### src/rtl/spi_pkg.sv
// Shared types and constants for the SPI byte engine and its clock divider.
package spi_pkg;

  typedef enum logic [1:0] {
    IDLE,
    LOW,
    HIGH,
    FIN
  } spi_state_e;

  localparam int unsigned HALF_DIV_MIN = 1;
  localparam int unsigned HALF_DIV_MAX = 15;
  localparam int unsigned DIV_W        = $clog2(HALF_DIV_MAX + 1);

  localparam logic [1:0] NSS_IDLE = 2'b11;

endpackage

### src/rtl/spi_clkdiv.sv
// SCK half-period divider: tick is high in the last cycle of each HALF_DIV-long phase.
// restart zeroes the count so every FSM state lasts exactly HALF_DIV cycles from entry.
module spi_clkdiv
  import spi_pkg::*;
#(
  parameter int unsigned HALF_DIV = 2
) (
  input  logic clk,
  input  logic rst,
  input  logic restart,
  output logic tick
);

  // Out-of-range settings are pulled back into the legal window.
  localparam int unsigned HALF_DIV_EFF =
    (HALF_DIV < HALF_DIV_MIN) ? HALF_DIV_MIN :
    (HALF_DIV > HALF_DIV_MAX) ? HALF_DIV_MAX : HALF_DIV;
  localparam logic [DIV_W-1:0] LAST = DIV_W'(HALF_DIV_EFF - 1);

  logic [DIV_W-1:0] cnt_q, cnt_d;

  assign tick = (cnt_q == LAST);

  always_comb begin
    cnt_d = cnt_q + 1'b1;
    if (restart || tick) begin
      cnt_d = '0;
    end
  end

  always_ff @(posedge clk or posedge rst) begin
    if (rst) begin
      cnt_q <= '0;
    end else begin
      cnt_q <= cnt_d;
    end
  end

endmodule

### src/rtl/spi_byte_engine.sv
// SPI mode-0 byte shifter: WDATA goes out on MOSI while the selected MISO is captured into RDATA.
// Define SPI_BURST_EN for a one-byte holding register that streams back-to-back bytes without an IDLE gap.
module spi_byte_engine
  import spi_pkg::*;
#(
  parameter int unsigned HALF_DIV = 2
) (
  input  logic       CLK,
  input  logic       RST,
  input  logic       WR,
  input  logic [7:0] WDATA,
  input  logic       SS_WR,
  input  logic [1:0] SS_DATA,
  input  logic [2:0] MISO,
  output logic       MOSI,
  output logic       SCK,
  output logic [1:0] nSS,
  output logic [7:0] RDATA,
  output logic       BUSY,
  output logic       DONE,
  output logic       OVR
);

  spi_state_e state_q, state_d;
  logic [7:0] tx_sr_q, tx_sr_d;
  logic [7:0] rx_sr_q, rx_sr_d;
  logic [7:0] rdata_q, rdata_d;
  logic [2:0] bit_cnt_q, bit_cnt_d;
  logic [3:0] bit_cnt_inc;
  logic       sck_q, sck_d;
  logic       done_q, done_d;
  logic       ovr_q, ovr_d;
  logic [1:0] nss_q, nss_d;
  logic [1:0] ss_pend_q, ss_pend_d;
  logic       ss_pend_vld_q, ss_pend_vld_d;
  logic       busy, misox, tick, restart;
`ifdef SPI_BURST_EN
  logic [7:0] hold_q, hold_d;
  logic       hold_vld_q, hold_vld_d;
`endif

  assign busy  = (state_q != IDLE);
  assign misox = (MISO[0] & ~nss_q[0]) | (MISO[1] & ~nss_q[1]) | (MISO[2] & nss_q[0] & nss_q[1]);
  // Bit 3 is the terminal flag: set when the eighth bit has just finished.
  assign bit_cnt_inc = {1'b0, bit_cnt_q} + 4'd1;
  assign restart     = (state_d != state_q);

  spi_clkdiv #(.HALF_DIV(HALF_DIV)) u_clkdiv (
    .clk     (CLK),
    .rst     (RST),
    .restart (restart),
    .tick    (tick)
  );

  always_comb begin
    state_d       = state_q;
    tx_sr_d       = tx_sr_q;
    rx_sr_d       = rx_sr_q;
    rdata_d       = rdata_q;
    bit_cnt_d     = bit_cnt_q;
    sck_d         = sck_q;
    done_d        = 1'b0;
    ovr_d         = ovr_q;
    nss_d         = nss_q;
    ss_pend_d     = ss_pend_q;
    ss_pend_vld_d = ss_pend_vld_q;
`ifdef SPI_BURST_EN
    hold_d        = hold_q;
    hold_vld_d    = hold_vld_q;
`endif

    if (SS_WR) begin
      if (busy) begin
        ss_pend_d     = SS_DATA;
        ss_pend_vld_d = 1'b1;
      end else begin
        nss_d = SS_DATA;
      end
    end

    if (WR && busy) begin
`ifdef SPI_BURST_EN
      if (hold_vld_q) begin
        ovr_d = 1'b1;
      end else begin
        hold_d     = WDATA;
        hold_vld_d = 1'b1;
      end
`else
      ovr_d = 1'b1;
`endif
    end

    case (state_q)
      IDLE: begin
        if (WR) begin
          state_d   = LOW;
          tx_sr_d   = WDATA;
          bit_cnt_d = '0;
          ovr_d     = 1'b0;
        end
      end
      LOW: begin
        if (tick) begin
          state_d = HIGH;
          sck_d   = 1'b1;
          rx_sr_d = {rx_sr_q[6:0], misox};
        end
      end
      HIGH: begin
        if (tick) begin
          sck_d     = 1'b0;
          bit_cnt_d = bit_cnt_inc[2:0];
          if (bit_cnt_inc[3]) begin
            state_d = FIN;
            rdata_d = rx_sr_q;
            done_d  = 1'b1;
          end else begin
            state_d = LOW;
            tx_sr_d = {tx_sr_q[6:0], 1'b0};
          end
        end
      end
      FIN: begin
        state_d = IDLE;
`ifdef SPI_BURST_EN
        if (hold_vld_q) begin
          state_d    = LOW;
          tx_sr_d    = hold_q;
          hold_vld_d = 1'b0;
        end else if (WR) begin
          state_d    = LOW;
          tx_sr_d    = WDATA;
          hold_vld_d = 1'b0;
        end
`endif
        // A deferred select only lands when the bus is about to go quiet.
        if (state_d == IDLE && ss_pend_vld_d) begin
          nss_d         = ss_pend_d;
          ss_pend_vld_d = 1'b0;
        end
      end
      default: state_d = IDLE;
    endcase
  end

  always_ff @(posedge CLK or posedge RST) begin
    if (RST) begin
      state_q       <= IDLE;
      tx_sr_q       <= '0;
      rx_sr_q       <= '0;
      rdata_q       <= '0;
      bit_cnt_q     <= '0;
      sck_q         <= 1'b0;
      done_q        <= 1'b0;
      ovr_q         <= 1'b0;
      nss_q         <= NSS_IDLE;
      ss_pend_q     <= NSS_IDLE;
      ss_pend_vld_q <= 1'b0;
    end else begin
      state_q       <= state_d;
      tx_sr_q       <= tx_sr_d;
      rx_sr_q       <= rx_sr_d;
      rdata_q       <= rdata_d;
      bit_cnt_q     <= bit_cnt_d;
      sck_q         <= sck_d;
      done_q        <= done_d;
      ovr_q         <= ovr_d;
      nss_q         <= nss_d;
      ss_pend_q     <= ss_pend_d;
      ss_pend_vld_q <= ss_pend_vld_d;
    end
  end

`ifdef SPI_BURST_EN
  always_ff @(posedge CLK or posedge RST) begin
    if (RST) begin
      hold_q     <= '0;
      hold_vld_q <= 1'b0;
    end else begin
      hold_q     <= hold_d;
      hold_vld_q <= hold_vld_d;
    end
  end
`endif

  // MOSI is the shift register MSB, so it only moves at load or on an SCK fall.
  assign MOSI  = tx_sr_q[7];
  assign SCK   = sck_q;
  assign nSS   = nss_q;
  assign RDATA = rdata_q;
  assign BUSY  = busy;
  assign DONE  = done_q;
  assign OVR   = ovr_q;

endmodule

### config.mk
export PLATFORM = sky130hd
export DESIGN_NAME = spi_byte_engine
export DESIGN_NICKNAME = d
export VERILOG_FILES = /design/src/rtl/spi_pkg.sv /design/src/rtl/spi_clkdiv.sv /design/src/rtl/spi_byte_engine.sv
export SDC_FILE = /design/constraint.sdc
export NUM_CORES = 1
export LEC_CHECK = 0
export CAP_MARGIN = 40
export CORE_AREA = 2 2 65 67
export DETAILED_ROUTE_END_ITERATION = 8
export DIE_AREA = 0 0 67 69
export HOLD_SLACK_MARGIN = 0.1
export PLACE_DENSITY = 0.74
export SLEW_MARGIN = 20
export SYNTH_ARGS = -nofsm -noshare
export SYNTH_HDL_FRONTEND = slang
export SYNTH_SLANG_ARGS = --single-unit
### constraint.sdc
create_clock -name CLK -period 2.7 [get_ports CLK]
set_clock_uncertainty 0.2 [all_clocks]
set_input_delay 0.54 -clock CLK [delete_from_list [all_inputs] [get_ports CLK]]
set_output_delay 0.54 -clock CLK [all_outputs]
set_load 0.01 [all_outputs]
==> results.py <==
metrics = {
    "synthesis": {
        "synth_nets": 177,
        "synth_cell_type_count": 36,
        "synth_seq_cells": 41,
        "avgSynthCellArea_um2": 12.02,
        "ys_warn_count": 0,
        "synth_seq_area_share": 0.5464,
        "syn_inst": 157,
        "netlist_area_um2": 1887,
    },
    "global_routing": {
        "antenna_found_initial": 0,
        "grt_max_degree": 42,
        "grt-ovfl-total": 0,
        "track_usage": 0.1839,
        "grtUsageMet3": 0.05546,
        "grt_use_met1": 0.2365,
        "grt_pass1_vias": 1443,
        "grt_pass1_wl_um": 6624,
        "top_usage_layer": "met2",
        "met2_usage": 0.3058,
    },
    "pwr": {
        "power_density_nw_per_um2": 967.8,
        "p_clk_frac": 0.217,
        "power_switching_share": 0.3253,
        "p_seq_frac": 0.439,
        "vdd_drop_max_mv": 0.5424,
        "pwr-share-comb": 0.344,
        "netSwitchingPower_mw": 0.7449,
        "p_leak_nw": 1.072,
        "internal_power_mw": 1.545,
    },
    "clocking": {
        "hold_buffers": 0,
        "clockRootBuffer": "clkbuf_8",
        "cts.sink_count": 41,
        "cts_setup_buffers": 0,
        "clk_pin_slew_worst_paths_ns": 0.08,
        "cts_buffers": 5,
        "cts_max_path_buffers": 2,
        "cts_tree": "built",
        "ctsResizeCount": 0,
        "cts_max_level": 2,
        "clk_latency_ns": 0.29,
    },
    "setup_path": {
        "worstPathRequired_ns": 1.96,
        "crit_fanout": 11,
        "cp_slowest_cell": "clkdlybuf4s50_1",
        "crit_arrival_ns": 1.66,
        "cpLargestDelayFamily": "buffers and inverters",
        "slowest_delay_ns": 0.50,
        "cp-end-kind": "output port",
        "crit_type": "reg -> out",
        "startpoint_type": "register",
        "path_buf_inv": 1,
        "cp_cell_sequence": "or2_2 -> clkdlybuf4s50_1",
    },
    "routing": {
        "final_antenna_net_count": 0,
        "totalWireLength_um": 3771,
        "viasPerCell": 5.529,
        "drt_iter0_markers": 72,
        "drt_pass1_iterations": 4,
        "avgRoutedWirePerCell_um": 15.58,
        "dr_total_vias": 1338,
        "drc": 0,
    },
    "sta": {
        "slew-limit-headroom": 0.6632,
        "tightest_slew_ns": 0.5052,
        "setup_tns_ns": 0,
        "fmaxAchievable_ghz": 0.4161,
        "rsz0062_at_grt": "false",
        "setup_viol": 0,
        "period_share": 0.8900,
        "post-route-min-period_ns": 2.403,
        "slew_viol_final": 0,
        "finalHoldViolations": 0,
    },
    "die": {
        "dieArea_um2": 4623,
        "fp.dieW_um": 67,
        "die_h_um": 69,
        "core_um2": 3914,
        "row_count": 23,
        "ioPinCount": 32,
        "initial_core_util": 0.4821,
    },
    "place": {
        "routabilityCongestion": 0.7035,
        "postPlaceCellArea_um2": 2251,
        "hpwl_um": 2603,
        "portBuffers": 31,
    },
    "finish": {
        "final_cell_area_um2": 2366,
        "layout.nets": 211,
        "diodes": 0,
        "drive_gt1_frac": 0.2604,
        "syn_to_final_growth_pct": 25.40,
    },
    "run": {
        "drv_cap": 0,
    },
    "hold_path": {
        "hold_path_class": "reg -> reg",
    },
    "status": {
        "status": "finished clean",
    },
}
-- layer usage --
metal,part of all wire,vias up,wire (µm)
li1,-,621,-
met1,0.44,669,1655
met2,0.50,42,1876
met3,0.052,6,195
met4,0.012,0,44
met5,0,-,0
-- through the flow --
stage	total power [mW]	setup slack (ns)	std cells	hold WS, ns	util
floorplan	1.534	0.7465	157	0.2492	-
global placement	1.752	0.5241	234	0.2649	0.5751
detailed placement	1.806	0.4899	234	0.2742	0.5751
CTS	2.307	0.3026	242	0.2982	0.6045
global route	2.452	0.2578	242	0.3132	0.6045
finish	2.290	0.2969	242	0.2980	0.6045
-- power by group through the flow --
stage	Combinational (mW)	Clock, mW	Sequential, mW
after floorplan	0.560	0	0.974
after global placement	0.753	0	0.999
after detailed placement	0.795	0	1.01
after CTS	0.799	0.505	1.00
after global routing	0.877	0.540	1.04
final	0.788	0.496	1.01
-- cells in the final DEF, fill, tap and decap left out, drive strengths merged, types with 6 or more instances in the layout --
cell type and count:
o22ai 7, dfrtp 37, a22oi 7, or3b 9
clkdlybuf4s50 31, inv 14, a21oi 6, nand3 6
mux2 20
-- worst reg2reg max path: stages, from the launching register on --
cell	delay, ns
dfrtp_1	0.53
buf_4	0.23
and2b_1	0.40
nand3_2	0.33
mux2_2	0.36
-- synth_stat cells (all sizes together) --
library cell  instances  area (µm²)
or2                   1       6.260
xor2                  1       8.760
nand3                 6       35.03
nand4bb               1       11.26
nand2b                3       18.77
and3                  1       6.260
nor2                  4       15.01
inv                  14       52.55
o21ai                 2       10.01
o221ai                1       8.760
o21a                  1       7.510
dfstp                 4       105.1
or3b                  9       81.33
a41o                  1       10.01
mux2                 20       225.2
mux2i                 3       30.03
a21oi                 6       33.78
clkbuf                4       16.26
o2bb2ai               2       17.52
buf                   4       22.52
ha                    3       37.54
dfrtp                37       925.9
nor3b                 3       32.53
and2b                 1       7.510
o211ai                2       15.01
o22ai                 7       43.79
a21o                  3       22.52
a22oi                 7       52.55
nand2                 5       18.77
xnor2                 1       8.760
-- final cells by class --
class,instances,area [µm²]
clock inverters,3,46.29
flip-flops and latches,41,1031
repair buffers,35,340.3
well taps,50,62.56
clock buffers,5,68.82
multi-input cells,94,764.5
fillers,334,1548
inverters,14,52.55
-- kinds of logic after synthesis --
family / Yosys count / synth area share
AOI/OAI and AO/OA: 32 / 0.1174
xor gates and xnor gates: 2 / 0.009286
adders and majority gates: 3 / 0.01990
buffers and inverters: 22 / 0.04840
DFF: 41 / 0.5464
muxes: 23 / 0.1353
and+or+nand+nor: 34 / 0.1233
-- flip-flops by register name, summed over array words and instances, names as in the netlist, named ones only --
signal and flops:
DONE 1, RDATA 8, SCK 1, bit_cnt_q 3, nSS 2, rx_sr_q 8
ss_pend_q 2, ss_pend_vld_q 1, state_q 2, tx_sr_q 8, u_clkdiv.cnt_q 4
-- final timing paths --
kind | from | end | slack [ns] | cells past startpoint
worst min register to register | tx_sr_q[0]$_DFFE_PP0P_ | tx_sr_q[0]$_DFFE_PP0P_ | 0.30 | 1
max in group asynchronous | RST | ss_pend_q[1]$_DFF_PP1_ | 1.45 | 3
min in group asynchronous | RST | rx_sr_q[1]$_DFFE_PP0P_ | 0.47 | 3
worst max-delay path | state_q[1]$_DFF_PP0_ | BUSY | 0.30 | 2
worst min-delay path | tx_sr_q[0]$_DFFE_PP0P_ | tx_sr_q[0]$_DFFE_PP0P_ | 0.30 | 1
worst max register to register | state_q[1]$_DFF_PP0_ | RDATA[0]$_DFFE_PP0P_ | 0.54 | 4
Power figures use the tool's default switching activity.
